### config.mk
export PLATFORM = sky130hd
export DESIGN_NAME = m2vside_fifo
export DESIGN_NICKNAME = d
export VERILOG_FILES = /design/src/rtl/m2v_side_pkg.sv /design/src/rtl/m2vside_ram.sv /design/src/rtl/m2vside_fifo.sv
export SDC_FILE = /design/constraint.sdc
export NUM_CORES = 1
export LEC_CHECK = 0
export CAP_MARGIN = 20
export CORE_ASPECT_RATIO = 1.25
export CORE_UTILIZATION = 55
export CTS_CLUSTER_SIZE = 24
export DETAILED_ROUTE_END_ITERATION = 7
export GPL_TIMING_DRIVEN = 0
export PLACE_DENSITY = 0.79
export SYNTH_ARGS = -nofsm -noshare
export SYNTH_HDL_FRONTEND = slang
export SYNTH_SLANG_ARGS = --single-unit
### constraint.sdc
create_clock -name clk -period 4.45 [get_ports clk]
set_clock_uncertainty 0.2 [all_clocks]
set_input_delay 0.89 -clock clk [delete_from_list [all_inputs] [get_ports clk]]
set_output_delay 0.89 -clock clk [all_outputs]
set_load 0.02 [all_outputs]
### src/rtl/m2v_side_pkg.sv
// Shared packing layout for one side-information entry (LSB first:
// x, y, intra, block, coded, enable) and the entry-width helper.
package m2v_side_pkg;

    localparam int unsigned W_INTRA  = 1;
    localparam int unsigned W_BLOCK  = 3;
    localparam int unsigned W_CODED  = 1;
    localparam int unsigned W_ENABLE = 1;
    localparam int unsigned W_FLAGS  = W_INTRA + W_BLOCK + W_CODED + W_ENABLE;

    function automatic int unsigned entry_width(input int unsigned mbx_w,
                                                input int unsigned mby_w);
        return mbx_w + mby_w + W_FLAGS;
    endfunction

    function automatic int unsigned off_x();
        return 0;
    endfunction

    function automatic int unsigned off_y(input int unsigned mbx_w);
        return mbx_w;
    endfunction

    function automatic int unsigned off_intra(input int unsigned mbx_w,
                                              input int unsigned mby_w);
        return mbx_w + mby_w;
    endfunction

    function automatic int unsigned off_block(input int unsigned mbx_w,
                                              input int unsigned mby_w);
        return off_intra(mbx_w, mby_w) + W_INTRA;
    endfunction

    function automatic int unsigned off_coded(input int unsigned mbx_w,
                                              input int unsigned mby_w);
        return off_block(mbx_w, mby_w) + W_BLOCK;
    endfunction

    function automatic int unsigned off_enable(input int unsigned mbx_w,
                                               input int unsigned mby_w);
        return off_coded(mbx_w, mby_w) + W_CODED;
    endfunction

endpackage

### src/rtl/m2vside_ram.sv
// Flop-based storage array: one synchronous write port, one asynchronous
// read port, cleared by the asynchronous reset.
module m2vside_ram #(
    parameter int unsigned WIDTH      = 20,
    parameter int unsigned DEPTH_LOG2 = 2
) (
    input  logic                  clk,
    input  logic                  reset_n,
    input  logic                  i_we,
    input  logic [DEPTH_LOG2-1:0] i_waddr,
    input  logic [WIDTH-1:0]      i_wdata,
    input  logic [DEPTH_LOG2-1:0] i_raddr,
    output logic [WIDTH-1:0]      o_rdata
);

    localparam int unsigned DEPTH = 1 << DEPTH_LOG2;

    logic [WIDTH-1:0] r_mem [DEPTH];

    always_ff @(posedge clk or negedge reset_n) begin
        if (!reset_n) begin
            for (int unsigned i = 0; i < DEPTH; i++) begin
                r_mem[i] <= '0;
            end
        end else if (i_we) begin
            r_mem[i_waddr] <= i_wdata;
        end
    end

    assign o_rdata = r_mem[i_raddr];

endmodule

### src/rtl/m2vside_fifo.sv
// Show-ahead side-information FIFO between MPEG2 decoder stages.
// Optional sticky overflow/underflow flag: define M2VSIDE_FIFO_ERR_EN.
module m2vside_fifo
    import m2v_side_pkg::*;
#(
    parameter int unsigned MBX_WIDTH  = 7,
    parameter int unsigned MBY_WIDTH  = 7,
    parameter int unsigned DEPTH_LOG2 = 2
) (
    input  logic                 clk,
    input  logic                 reset_n,
    input  logic [MBX_WIDTH-1:0] in_mb_x,
    input  logic [MBY_WIDTH-1:0] in_mb_y,
    input  logic                 in_mb_intra,
    input  logic [2:0]           in_block,
    input  logic                 in_coded,
    input  logic                 in_enable,
    input  logic                 push,
    input  logic                 pop,
    output logic [MBX_WIDTH-1:0] out_mb_x,
    output logic [MBY_WIDTH-1:0] out_mb_y,
    output logic                 out_mb_intra,
    output logic [2:0]           out_block,
    output logic                 out_coded,
    output logic                 out_enable,
    output logic                 out_valid,
    output logic                 full,
`ifdef M2VSIDE_FIFO_ERR_EN
    output logic                 err,
`endif
    output logic [DEPTH_LOG2:0]  level
);

    localparam int unsigned EW    = entry_width(MBX_WIDTH, MBY_WIDTH);
    localparam int unsigned O_X   = off_x();
    localparam int unsigned O_Y   = off_y(MBX_WIDTH);
    localparam int unsigned O_INT = off_intra(MBX_WIDTH, MBY_WIDTH);
    localparam int unsigned O_BLK = off_block(MBX_WIDTH, MBY_WIDTH);
    localparam int unsigned O_COD = off_coded(MBX_WIDTH, MBY_WIDTH);
    localparam int unsigned O_EN  = off_enable(MBX_WIDTH, MBY_WIDTH);

    logic [DEPTH_LOG2:0] r_wr_ptr;
    logic [DEPTH_LOG2:0] r_rd_ptr;
    logic                w_empty;
    logic                w_full;
    logic                w_push_ok;
    logic                w_pop_ok;
    logic [EW-1:0]       w_wdata;
    logic [EW-1:0]       w_rdata;

    assign w_empty = (r_wr_ptr == r_rd_ptr);
    assign w_full  = (r_wr_ptr[DEPTH_LOG2-1:0] == r_rd_ptr[DEPTH_LOG2-1:0]) &&
                     (r_wr_ptr[DEPTH_LOG2] != r_rd_ptr[DEPTH_LOG2]);

    // A pop on a full queue frees the head slot in the same edge, so the push lands there.
    assign w_pop_ok  = pop & ~w_empty;
    assign w_push_ok = push & (~w_full | pop);

    always_comb begin
        w_wdata                      = '0;
        w_wdata[O_X +: MBX_WIDTH]    = in_mb_x;
        w_wdata[O_Y +: MBY_WIDTH]    = in_mb_y;
        w_wdata[O_INT +: W_INTRA]    = in_mb_intra;
        w_wdata[O_BLK +: W_BLOCK]    = in_block;
        w_wdata[O_COD +: W_CODED]    = in_coded;
        w_wdata[O_EN +: W_ENABLE]    = in_enable;
    end

    m2vside_ram #(
        .WIDTH      (EW),
        .DEPTH_LOG2 (DEPTH_LOG2)
    ) u_ram (
        .clk     (clk),
        .reset_n (reset_n),
        .i_we    (w_push_ok),
        .i_waddr (r_wr_ptr[DEPTH_LOG2-1:0]),
        .i_wdata (w_wdata),
        .i_raddr (r_rd_ptr[DEPTH_LOG2-1:0]),
        .o_rdata (w_rdata)
    );

    always_ff @(posedge clk or negedge reset_n) begin
        if (!reset_n) begin
            r_wr_ptr <= '0;
            r_rd_ptr <= '0;
        end else begin
            if (w_push_ok) begin
                r_wr_ptr <= r_wr_ptr + 1'b1;
            end
            if (w_pop_ok) begin
                r_rd_ptr <= r_rd_ptr + 1'b1;
            end
        end
    end

`ifdef M2VSIDE_FIFO_ERR_EN
    logic r_err;

    always_ff @(posedge clk or negedge reset_n) begin
        if (!reset_n) begin
            r_err <= 1'b0;
        end else if ((push & w_full & ~pop) | (pop & w_empty)) begin
            r_err <= 1'b1;
        end
    end

    assign err = r_err;
`endif

    assign out_mb_x     = w_rdata[O_X +: MBX_WIDTH];
    assign out_mb_y     = w_rdata[O_Y +: MBY_WIDTH];
    assign out_mb_intra = w_rdata[O_INT];
    assign out_block    = w_rdata[O_BLK +: W_BLOCK];
    assign out_coded    = w_rdata[O_COD];
    assign out_enable   = w_rdata[O_EN] & ~w_empty;
    assign out_valid    = ~w_empty;
    assign full         = w_full;
    assign level        = r_wr_ptr - r_rd_ptr;

endmodule

; After elaboration in Yosys (flattened, before gate mapping)
; Cells that the tools add are included.
[totals]
reg_bits = 86
latch_bits = 0
ram_bits = 0
rom_bits = 0
out_inout_bits = 25
word_cells = 31
memories = 0
[op_classes]
add_sub_neg = 3
multipliers = 0
div = 0
order_cmp = 3
eq_ne = 3
shifts = 0
mux = 6
bitwise_logic = 8
reduce_logical = 2
[ops]
columns = op, count
row1 = 80-bit bitwise mux, 1
row2 = 20-bit 2-to-1 mux, 3
row3 = 20-bit binary-select mux with 2-bit select, 1
row4 = 20-bit demux with 2-bit select, 1
row5 = 3-bit by 1-bit adder with 3-bit output (second input constant), 2
row6 = 3-bit >= comparator (second input constant), 2
row7 = 2-bit inverter with 3-bit output, 2
row8 = 1-bit AND, 3
row9 = 3-bit == test, 1
row10 = 3-bit by 1-bit less-than comparator with 1-bit output (second input constant), 1
row11 = 3-bit subtractor, 1
row12 = 2-bit == test, 1
row13 = 1-bit logical AND, 2
row14 = 1-bit inverter, 2
row15 = 1-bit inequality test, 1
row16 = 1-bit OR, 1

; Logic depth before layout (Yosys ltp)
[depth]
depth_word = 6
mapped_depth = 7
mapped_depth_nobuf = 5

; Hierarchy
; A second synthesis with hierarchy kept.
[hier_totals]
hier_cells = 236
area_unflattened_um2 = 3875.0
[modules_own_cells]
columns = mod, instances, cells_per_inst, area_per_inst_um2
row1 = m2vside_ram, 1, 196, 3455.8
row2 = m2vside_fifo, 1, 40, 419.2

; Least setup slack after synthesis
; OpenSTA, ideal clock, no wires.
[synth_timing]
kind = reg-to-output
start = register r_rd_ptr[1]
end = output port out_enable
t_arrival_ns = 1.750
required_ns = 3.360
slack_ns = 1.610
path_stages_with_launch = 7
cell_sequence = dfrtp_1 buf_1 inv_1 ha_1 and2_1 nand2_1 and2_1
[synth_lines]
columns = element, line
row1 = start: declaration, m2vside_fifo.sv:43  ; logic [DEPTH_LOG2:0] r_rd_ptr;
row2 = start signal: assignment, m2vside_fifo.sv:91  ; r_rd_ptr <= r_rd_ptr + 1'b1;
row3 = 3-bit == test, m2vside_fifo.sv:51  ; assign w_empty = (r_wr_ptr == r_rd_ptr);
row4 = 1-bit inverter, n/a
row5 = named net out_valid, m2vside_fifo.sv:26  ; output logic out_valid,
row6 = 1-bit AND, m2vside_fifo.sv:115  ; assign out_enable = w_rdata[O_EN] & ~w_empty;
row7 = end: declaration, m2vside_fifo.sv:25  ; output logic out_enable,
; The timed path passes the listed nets, and every way through them passes these cells. The select of a mux whose other input is x is not followed.

; Final worst setup path
[layout_timing]
start = register r_rd_ptr[1]
end = output port out_enable
[layout_between]
elab_chain_len = 5
[layout_lines]
columns = element, line
row1 = 2-bit inverter with 3-bit output (implied by the code), m2vside_ram.sv:30  ; assign o_rdata = r_mem[i_raddr];
row2 = 20-bit binary-select mux with 2-bit select, m2vside_ram.sv:30
row3 = 20-bit 2-to-1 mux (implied by the code) (2 in series), m2vside_ram.sv:30
row4 = 1-bit AND (*), m2vside_fifo.sv:115
; Every way passes the cells marked *; elsewhere a longest branch is shown, timed or not. The select of a mux whose other input is x is not followed.

==> results_tabular.tex <==
\begin{tabular}{lr}
\hline
Metric & Value \\
\hline
\multicolumn{2}{l}{\textbf{Drt}} \\
\quad Total number of vias & about 2100 \\
\quad Count of TritonRoute iterations in the first routing pass & 6 \\
\quad Via density per instance & 5.468 \\
\quad Post-Route WL & 6.690 mm \\
\quad Drt initial violations & 73 \\
\quad Remaining design rule violation count & 0 \\
\quad DR WL/cell & 17.11 um \\
\quad Number of antenna-violating nets in the routed design & 0 \\
\multicolumn{2}{l}{\textbf{Timing}} \\
\quad Setup tns final & 0 ns \\
\quad Final-layout worst hold slack & 0.2388 ns \\
\quad Worst-margin pin slew & around 0.66 ns \\
\quad Tmin final & 3.897 ns \\
\quad Number of endpoints failing setup at the final stage & 0 \\
\quad Final critical-path share of the clock period & 0.8756 \\
\quad RSZ-0062 raised after global routing & no \\
\quad Number of hold violations in the final report & 0 \\
\quad Relative slew slack & 0.5590 \\
\quad Maximum achievable frequency & around 260 MHz \\
\quad Number of pins with negative max-slew slack in the final report & 0 \\
\multicolumn{2}{l}{\textbf{Floorplan}} \\
\quad Die Span X & about 77 um \\
\quad Initial Utilization & 0.5650 \\
\quad Standard cell core area & between 0.006 and 0.007 mm2 \\
\quad Number of I/O pins & slightly below 50 \\
\quad Area enclosed by the die boundary & around 0.0075 mm2 \\
\quad Die H & between 90 and 100 um \\
\quad Total number of placement rows & 34 \\
\multicolumn{2}{l}{\textbf{Final layout}} \\
\quad Sequential standard cell area & between 0.002 and 0.0025 mm2 \\
\quad Total inserted antenna cells & 0 \\
\quad Layout overhead on the synthesized area & 20.92\% \\
\quad Fraction of final layout cells sized beyond drive strength 1 & 0.4385 \\
\quad Final Net Count & about 330 \\
\quad Final cell count without fillers & between 300 and 400 \\
\quad FILL cells & 486 \\
\quad Multi-input logic area & approximately 0.0016 mm2 \\
\quad Final Cell Area & about 0.0047 mm2 \\
\multicolumn{2}{l}{\textbf{Pwr}} \\
\quad Part of the total power dissipated in combinational logic & 0.524 \\
\quad Switching power as a share of total power & 0.3354 \\
\quad Total internal power & 0.002709 W \\
\quad Clock network fraction of total power & 0.134 \\
\quad Pwr dens & about 860 mW/mm2 \\
\quad Final Power & around 0.0041 W \\
\quad Leakage & between 1.5 and 2 nW \\
\quad Portion of total power attributed to sequential cells & 0.343 \\
\quad Switch Pwr & about 0.0014 W \\
\quad Maximum ir drop on the vdd rail & about 0.45 mV \\
\multicolumn{2}{l}{\textbf{Setup path}} \\
\quad Delay-heaviest family, CP & buffers and inverters \\
\quad Crit path largest cell delay & slightly below 0.6 ns \\
\quad Count of buffering cells on the critical path with inverters included & 3 \\
\quad Worst R2R Setup Slack & between 1.5 and 2 ns \\
\quad Crit. Startpoint & r\_rd\_ptr[1]\$\_DFFE\_PN0P\_ \\
\quad Worst endpoint data arrival time & 2.81 ns \\
\quad Launch instance of the worst register-to-register path & r\_rd\_ptr[1]\$\_DFFE\_PN0P\_ \\
\quad Depth of the worst register-to-register path & 7 \\
\quad Cell with the largest stage delay on the worst path & sky130\_fd\_sc\_hd\_\_clkdlybuf4s50\_1 \\
\quad Highest fanout seen on the critical path & 10 \\
\quad Type of element launching the critical path & flop \\
\quad CP dominant cell by count & sky130\_fd\_sc\_hd\_\_and2\_1 \\
\quad Crit Reg-Reg Endpoint & u\_ram.r\_mem[62]\$\_DFFE\_PN0P\_ \\
\quad Cell Chain, Critical Path & buf\_1 -> inv\_1 -> ha\_1 -> and2\_1 -> nand2\_1 -> and2\_1 -> clkdlybuf4s50\_1 \\
\quad Critical path required time & 3.36 ns \\
\quad Setup crit end kind & output port \\
\quad Crit path kind & flop to output port \\
\multicolumn{2}{l}{\textbf{Synth}} \\
\quad Number of unique standard cell types used by synthesis & 23 \\
\quad Warning count from the yosys run & 0 \\
\quad Library cell occupying the most area in the post-synthesis netlist & sky130\_fd\_sc\_hd\_\_dfrtp\_1 \\
\quad Net count after synthesis & between 200 and 300 \\
\quad Commonest cells in the netlist & 86 x sky130\_fd\_sc\_hd\_\_dfrtp\_1, 83 x sky130\_fd\_sc\_hd\_\_mux2\_2, 20 x sky130\_fd\_sc\_hd\_\_mux4\_2 \\
\quad Share of synthesized area occupied by flip-flops and latches & 0.5493 \\
\quad Post-synth top flop & sky130\_fd\_sc\_hd\_\_dfrtp\_1 \\
\quad Syn avg cell area & approximately 17 um2 \\
\quad Post-synthesis sequential element count & between 80 and 90 \\
\quad Main area contributors after synthesis & sky130\_fd\_sc\_hd\_\_dfrtp\_1 55\%, sky130\_fd\_sc\_hd\_\_mux2\_2 24\%, sky130\_fd\_sc\_hd\_\_mux4\_2 11\%, sky130\_fd\_sc\_hd\_\_ha\_1 2.2\%, sky130\_fd\_sc\_hd\_\_buf\_6 1.7\% \\
\quad Top-count cell post-synth & sky130\_fd\_sc\_hd\_\_dfrtp\_1 \\
\quad Area fraction of the dominant cell type after synthesis & 0.5493 \\
\quad Post-synthesis cell count & around 240 \\
\quad Post-synth ARST share & 1.000 \\
\quad Netlist area before placement & between 0.003 and 0.004 mm2 \\
\quad Count of flip-flops with a built-in enable after synthesis & 0 \\
\multicolumn{2}{l}{\textbf{CTS}} \\
\quad Number of buffers on the longest clock path & 2 \\
\quad Clock root buffer & sky130\_fd\_sc\_hd\_\_clkbuf\_8 \\
\quad Post-CTS Hold Buffers & 0 \\
\quad Clock-pin slew on the worst setup and hold paths & around 0.080 ns \\
\quad Number of buffers inserted during clock tree synthesis & 9 \\
\quad CTS tree & done \\
\quad Number of buffers inserted to repair setup after CTS & 0 \\
\quad Sinks on the clock net & 86 \\
\quad Resized Gates After CTS & 0 \\
\quad \# H-tree levels & 3 \\
\quad Clk\_lat worst skew & 0.34 ns \\
\multicolumn{2}{l}{\textbf{Placement}} \\
\quad Cell total after placement & $\sim$380 \\
\quad Global placer's final weighted congestion & 0.7065 \\
\quad Post-place instance area & around 0.0045 mm2 \\
\quad I/O Buffers & 48 \\
\quad Estimated wirelength of the detail-placed design & roughly 4.5 mm \\
\multicolumn{2}{l}{\textbf{GRT}} \\
\quad Total GRT Usage & 0.2008 \\
\quad Initial antenna violation count & 0 \\
\quad First-pass GRT wire length & approximately 11 mm \\
\quad Global route overflow & 0 \\
\quad Via count of the first global-routing pass & between 2000 and 2500 \\
\quad Pin count of the biggest net entering global routing & 66 \\
\multicolumn{2}{l}{\textbf{Flow run}} \\
\quad Number of max-cap violations & 0 \\
\multicolumn{2}{l}{\textbf{Run status}} \\
\quad Run status & completed \\
\multicolumn{2}{l}{\textbf{Hold path}} \\
\quad Hold/Removal Path Class & primary input to asynchronous set/reset pin \\
\hline
\end{tabular}
cell families after synthesis:
logic type               after synthesis  synth area share
AO/OA/AOI/OAI                         11           0.01821
XOR/XNOR                               4           0.01086
adder cells (fa/ha/maj)                8           0.02747
buffers and inverters                 17           0.03034
flip-flops                            86            0.5493
multiplexers                         103            0.3536
AND/OR/NAND/NOR                        7           0.01022
cell usage in the layout (no fill, tap or decap):
| cell type | instances |
|---|---|
| sky130_fd_sc_hd__nand3b_1 | 1 |
| sky130_fd_sc_hd__clkbuf_8 | 11 |
| sky130_fd_sc_hd__o21ai_0 | 2 |
| sky130_fd_sc_hd__o21bai_1 | 1 |
| sky130_fd_sc_hd__inv_1 | 5 |
| sky130_fd_sc_hd__buf_1 | 1 |
| sky130_fd_sc_hd__clkdlybuf4s50_1 | 47 |
| sky130_fd_sc_hd__a21bo_2 | 1 |
| sky130_fd_sc_hd__mux2_2 | 83 |
| sky130_fd_sc_hd__a21oi_1 | 3 |
| sky130_fd_sc_hd__xnor2_2 | 1 |
| sky130_fd_sc_hd__buf_2 | 2 |
| sky130_fd_sc_hd__buf_6 | 6 |
| sky130_fd_sc_hd__and2_1 | 2 |
| sky130_fd_sc_hd__fa_1 | 1 |
| sky130_fd_sc_hd__mux4_2 | 20 |
| sky130_fd_sc_hd__o211ai_1 | 3 |
| sky130_fd_sc_hd__a31oi_1 | 1 |
| sky130_fd_sc_hd__dfrtp_1 | 86 |
| sky130_fd_sc_hd__clkbuf_1 | 3 |
| sky130_fd_sc_hd__buf_4 | 3 |
| sky130_fd_sc_hd__and2b_2 | 1 |
| sky130_fd_sc_hd__bufinv_16 | 1 |
| sky130_fd_sc_hd__ha_1 | 7 |
| sky130_fd_sc_hd__clkinv_2 | 1 |
| sky130_fd_sc_hd__nand2_1 | 3 |
| sky130_fd_sc_hd__clkinvlp_4 | 1 |
| sky130_fd_sc_hd__buf_16 | 1 |
| sky130_fd_sc_hd__xnor2_1 | 3 |
registers in the layout, summed over array words and instances, names as in the netlist:
register,cells
r_rd_ptr,3
u_ram.r_mem,80
r_wr_ptr,3
metrics by stage:
| step | setup slack, ns | utilization |
|---|---|---|
| floorplan | 1.610 | - |
| global placement | -0.7719 | 0.6505 |
| detailed placement | 0.9122 | 0.6541 |
| CTS | 0.5313 | 0.6831 |
| global route | 0.4115 | 0.6831 |
| finish | 0.5534 | 0.6831 |
metal layers:
| metal | share of wire | global-route usage |
|---|---|---|
| met4 | 0.0060 | 0.05660 |
| met5 | 0 | 0 |
| met2 | 0.50 | 0.3422 |
| met1 | 0.45 | 0.2524 |
| met3 | 0.041 | 0.05687 |
power groups by stage:
stage / clock, W / combinational (W) / sequential (W)
6_report: 0.000545 / 0.00213 / 0.00140
3_3_place_gp: 0 / 0.00212 / 0.00139
2_1_floorplan: 0 / 0.00148 / 0.00134
4_1_cts: 0.000560 / 0.00217 / 0.00140
3_5_place_dp: 0 / 0.00216 / 0.00141
5_1_grt: 0.000593 / 0.00228 / 0.00145
area by class of cell:
class,instances,area share
buffer,12,0.02113
clock buffer,13,0.03354
tap,90,0.02377
timing repair buffer,49,0.1067
multi-input combinational,133,0.3476
clock inverter,3,0.008980
inverter,5,0.003962
sequential,86,0.4543
how the worst max path moves through the flow:
stage                                              to  slack, ns  depth (start not counted)
after CTS                                  out_enable       0.53                          7
final                                      out_enable       0.55                          7
after floorplan                            out_enable       1.61                          6
after global routing                       out_enable       0.41                          7
after global placement    u_ram.r_mem[58]$_DFFE_PN0P_      -0.77                          1
after detailed placement                   out_enable       0.91                          7
No activity file was read; power rests on OpenSTA's default activity.
==> RTL change 1: new RTL, same flow settings <==
Build with the macro `M2VSIDE_FIFO_ERR_EN` defined.
--- a/src/rtl/m2vside_fifo.sv
+++ b/src/rtl/m2vside_fifo.sv
@@ -1,4 +1,6 @@
 // Show-ahead side-information FIFO between MPEG2 decoder stages.
 // Optional sticky overflow/underflow flag: define M2VSIDE_FIFO_ERR_EN.
+`define M2VSIDE_FIFO_ERR_EN
+
 module m2vside_fifo
     import m2v_side_pkg::*;
Function (old outputs only; new: err): kept (Yosys induction, for registers that start in step).
==> RTL change 1 against the unedited design <==
- design area up 3.8%
- synthesized cell count up 2.1%
- sequential cell count up 1
- wire length up 7.6%
- fmax down 0.86%
- final cell count up 1.5%
- total power up 6.4%
- register-to-register slack better by 0.06 ns
- die area up 3.1%
- count of clock-buffer cells in the layout down 4
- worst setup slack worse by 0.034 ns
- synthesized area up 3.2%
- critical path type unchanged
- largest power group unchanged
==> RTL change 1: results (changes against the unedited design) <==
\begin{tabular}{lr}
\hline
Metric & Value \\
\hline
\multicolumn{2}{l}{\textbf{Layout}} \\
\quad Area of combinational cells with multiple inputs & 1740 sq um (was 1650 sq um) \\
\quad Fraction of final layout cells with drive strength greater than 1 & 0.450 (was 0.439) \\
\quad Count of placed standard cells in the final layout, fillers left out & 397 (was 391) \\
\quad NumNets Final & 334 (was 328) \\
\multicolumn{2}{l}{\textbf{Drt}} \\
\quad Initial DRC Count & 57 (was 73) \\
\quad Wire length per cell after detailed routing & 18.1 um (was 17.1 um) \\
\quad Via density per instance & 5.60 (was 5.47) \\
\quad DR pass1 iterations & 4 (was 6) \\
\multicolumn{2}{l}{\textbf{Timing}} \\
\quad Setup slack of the critical path after layout & 0.519 ns (was 0.553 ns) \\
\quad Hold Slack & 0.264 ns (was 0.239 ns) \\
\multicolumn{2}{l}{\textbf{Yosys}} \\
\quad Most instantiated cells after synthesis & dfrtp\_1, mux2\_2, mux4\_2, buf\_6, ha\_1 (was dfrtp\_1, mux2\_2, mux4\_2, ha\_1, buf\_6) \\
\quad Fraction of the mapped netlist area in adder cells & 0.0266 (was 0.0275) \\
\quad Xor/xnor share of the synthesized area & 0.00867 (was 0.0109) \\
\quad Multiplexer fraction of the synthesized cell area & 0.345 (was 0.354) \\
\quad Sequential area share after synthesis & 0.539 (was 0.549) \\
\quad Largest cells by area after synthesis & dfrtp\_1, mux2\_2, mux4\_2 (unchanged) \\
\multicolumn{2}{l}{\textbf{Place}} \\
\quad Detail Placement HPWL & 4790 um (was 4510 um) \\
\quad Worst setup timing slack at the placement stage & 0.862 ns (was 0.912 ns) \\
\quad Standard cell area after detailed placement & 4670 sq um (was 4540 sq um) \\
\quad Buffers added on ports & 49 (was 48) \\
\multicolumn{2}{l}{\textbf{Power and ir drop}} \\
\quad Leak & 2.09 nW (was 2.00 nW) \\
\quad Net load switching power & 1.48 mW (was 1.37 mW) \\
\quad Maximum ir drop on the vdd rail & 0.465 mV (was 0.455 mV) \\
\multicolumn{2}{l}{\textbf{Worst setup path}} \\
\quad Data arrival, critical path & 2.84 ns (was 2.81 ns) \\
\multicolumn{2}{l}{\textbf{Global route}} \\
\quad Vias in the first global route & 2430 (was 2264) \\
\quad Global Route Usage Sum & 0.215 (was 0.201) \\
\multicolumn{2}{l}{\textbf{Run status}} \\
\quad Outcome & finished, final reports clean (unchanged) \\
\hline
\end{tabular}
## RTL change 1: cell types whose count changed after synthesis, moves of 2 or more
cell	unedited run	this run
nor3_1	0	2
a21oi_1	3	0
mux2_2	83	76
mux2_4	0	6
nor2_1	0	2
o211ai_1	3	1
o211ai_4	0	2
## RTL change 1: metal layers
layer,share of wire,global-route usage,vias to the layer above
met5,0,0,-
met4,0.016,0.0940,0
met3,0.047,0.0495,12
met2,0.50,0.339,54
met1,0.44,0.284,1139
li1,-,-,1018
## RTL change 1: critical path, cell delays in order, from the launching register on
cell             delay (ns)
dfrtp_1                0.51
buf_1                  0.50
inv_1                  0.11
ha_1                   0.35
and2_1                 0.20
nand2_1                0.10
and2_1                 0.12
clkdlybuf4s50_1        0.59
## RTL change 1: layout make-up
class | count | share of cell area
flip-flops and latches | 87 | 0.443
multi-input cells | 136 | 0.353
repair buffers | 50 | 0.105
clock buffers | 9 | 0.0252
clock inverters | 7 | 0.0244
well taps | 90 | 0.0229
plain buffers | 13 | 0.0227
inverters | 5 | 0.00382
==> RTL change 2: new RTL, same flow settings <==
Without the edit above. Put a register stage on the outputs `out_mb_intra` and `level`, without a reset. The values now appear one clock later. The other outputs are not delayed to match.
--- a/src/rtl/m2vside_fifo.sv
+++ b/src/rtl/m2vside_fifo.sv
@@ -110,5 +110,4 @@
     assign out_mb_x     = w_rdata[O_X +: MBX_WIDTH];
     assign out_mb_y     = w_rdata[O_Y +: MBY_WIDTH];
-    assign out_mb_intra = w_rdata[O_INT];
     assign out_block    = w_rdata[O_BLK +: W_BLOCK];
     assign out_coded    = w_rdata[O_COD];
@@ -116,5 +115,8 @@
     assign out_valid    = ~w_empty;
     assign full         = w_full;
-    assign level        = r_wr_ptr - r_rd_ptr;
+    always_ff @(posedge clk) begin
+        out_mb_intra <= w_rdata[O_INT];
+        level        <= r_wr_ptr - r_rd_ptr;
+    end
 
 endmodule
Behaviour: not the same (a bounded check fails within 4 cycles, from zero or initial values and one cycle with reset_n low).
==> RTL change 2 against the unedited design <==
- via count up 6.5%
- count of clock-buffer cells in the layout down 3
- wire length up 9.3%
- largest cell class unchanged
- design area up 5.2%
- worst setup slack better by 0.027 ns
- synthesized area up 5.3%
- first-iteration DRC count up 49%
- total power up 8.0%
- critical endpoint unchanged
- highest routed layer unchanged
- sequential cell count up 4
==> RTL change 2: results (changes against the unedited design) <==
\begin{tabular}{lr}
\hline
Metric & Value \\
\hline
\multicolumn{2}{l}{\textbf{Drt}} \\
\quad DR vias & 2277 (was 2138) \\
\quad Initial DRC Count & 109 (was 73) \\
\multicolumn{2}{l}{\textbf{Layout}} \\
\quad Non-Clock Buffer Count & 78 (was 61) \\
\quad Count of clock-net buffers in the final layout & 10 (was 13) \\
\quad Clock-cell share of area & 0.0484 (was 0.0425) \\
\quad Number of flip-flops and latches & 90 (was 86) \\
\quad Fraction of final layout cells with drive strength greater than 1 & 0.466 (was 0.439) \\
\quad Non-clock buffering overhead & 0.147 (was 0.128) \\
\quad Sequential share of cell area & 0.448 (was 0.454) \\
\quad NumNets Final & 349 (was 328) \\
\quad Post-Route Utilization & 0.702 (was 0.683) \\
\quad Number of filler instances in the final layout & 493 (was 486) \\
\multicolumn{2}{l}{\textbf{Place}} \\
\quad Final weighted congestion in routability-driven placement & 0.793 (was 0.707) \\
\quad Standard cell area after detailed placement & 4740 sq um (was 4540 sq um) \\
\quad Worst setup timing slack at the placement stage & 0.941 ns (was 0.912 ns) \\
\multicolumn{2}{l}{\textbf{Yosys}} \\
\quad Sequential area share after synthesis & 0.541 (was 0.549) \\
\quad Proportion of register bits with asynchronous set or reset after synthesis & 0.956 (was 1.00) \\
\quad Post-synthesis cell type count & 24 (was 23) \\
\quad Net Count, Synth & 289 (was 268) \\
\quad Largest cells by area after synthesis & dfrtp\_1, mux2\_2, mux4\_2 (unchanged) \\
\quad Most instantiated cells after synthesis & dfrtp\_1, mux2\_2, mux4\_2, buf\_4, ha\_1 (was dfrtp\_1, mux2\_2, mux4\_2, ha\_1, buf\_6) \\
\multicolumn{2}{l}{\textbf{Power and ir drop}} \\
\quad Switching share of power & 0.322 (was 0.335) \\
\quad Clock power frac & 0.150 (was 0.134) \\
\quad Leak & 2.13 nW (was 2.00 nW) \\
\quad Sequential group share of total power & 0.333 (was 0.343) \\
\multicolumn{2}{l}{\textbf{Run status}} \\
\quad Outcome & finished, final reports clean (unchanged) \\
\multicolumn{2}{l}{\textbf{Timing}} \\
\quad Minimum clock period after layout & 3.87 ns (was 3.90 ns) \\
\quad Actual slew at the worst max-slew pin & 0.674 ns (was 0.662 ns) \\
\quad Hold Slack & 0.243 ns (was 0.239 ns) \\
\multicolumn{2}{l}{\textbf{Worst setup path}} \\
\quad R2R Setup Slk & 1.53 ns (was 1.56 ns) \\
\quad Capture instance of the worst register-to-register path & u\_ram.r\_mem[36]\$\_DFFE\_PN0P\_ (was u\_ram.r\_mem[62]\$\_DFFE\_PN0P\_) \\
\quad Critical-path maximum fanout & 10 (unchanged) \\
\multicolumn{2}{l}{\textbf{Global route}} \\
\quad Wire length of the first global-routing pass & 12100 um (was 11000 um) \\
\quad Vias in the first global route & 2406 (was 2264) \\
\quad Maximum number of pins on one net before global-route repair & 62 (was 66) \\
\hline
\end{tabular}
==> RTL change 2: cell families (layout without fill, tap and decap cells) <==
logic type | count (synthesis) | after routing | share of synthesized area
adder cells (fa/ha/maj) | 8 | 8 | 0.0261
multiplexers | 103 | 103 | 0.336
XOR/XNOR | 4 | 4 | 0.0103
AO/OA/AOI/OAI | 11 | 11 | 0.0173
buffers and inverters | 34 | 99 | 0.0597
AND/OR/NAND/NOR | 7 | 7 | 0.00971
flip-flops | 90 | 90 | 0.541
==> RTL change 2: worst register-to-register path: cells and delay by family (launching register included) <==
kind | cells | cell delay [ns]
adder cells (fa/ha/maj) | 1 | 0.33
buffers and inverters | 3 | 0.85
multiplexers | 1 | 0.35
AO/OA/AOI/OAI | 1 | 0.38
flip-flops | 1 | 0.49
AND/OR/NAND/NOR | 1 | 0.22
==> RTL change 2: routing by layer <==
metal / track usage / wire (um)
met2: 0.344 / 3760
met5: 0 / 0
met3: 0.0574 / 315
met1: 0.270 / 3150
met4: 0.0797 / 80
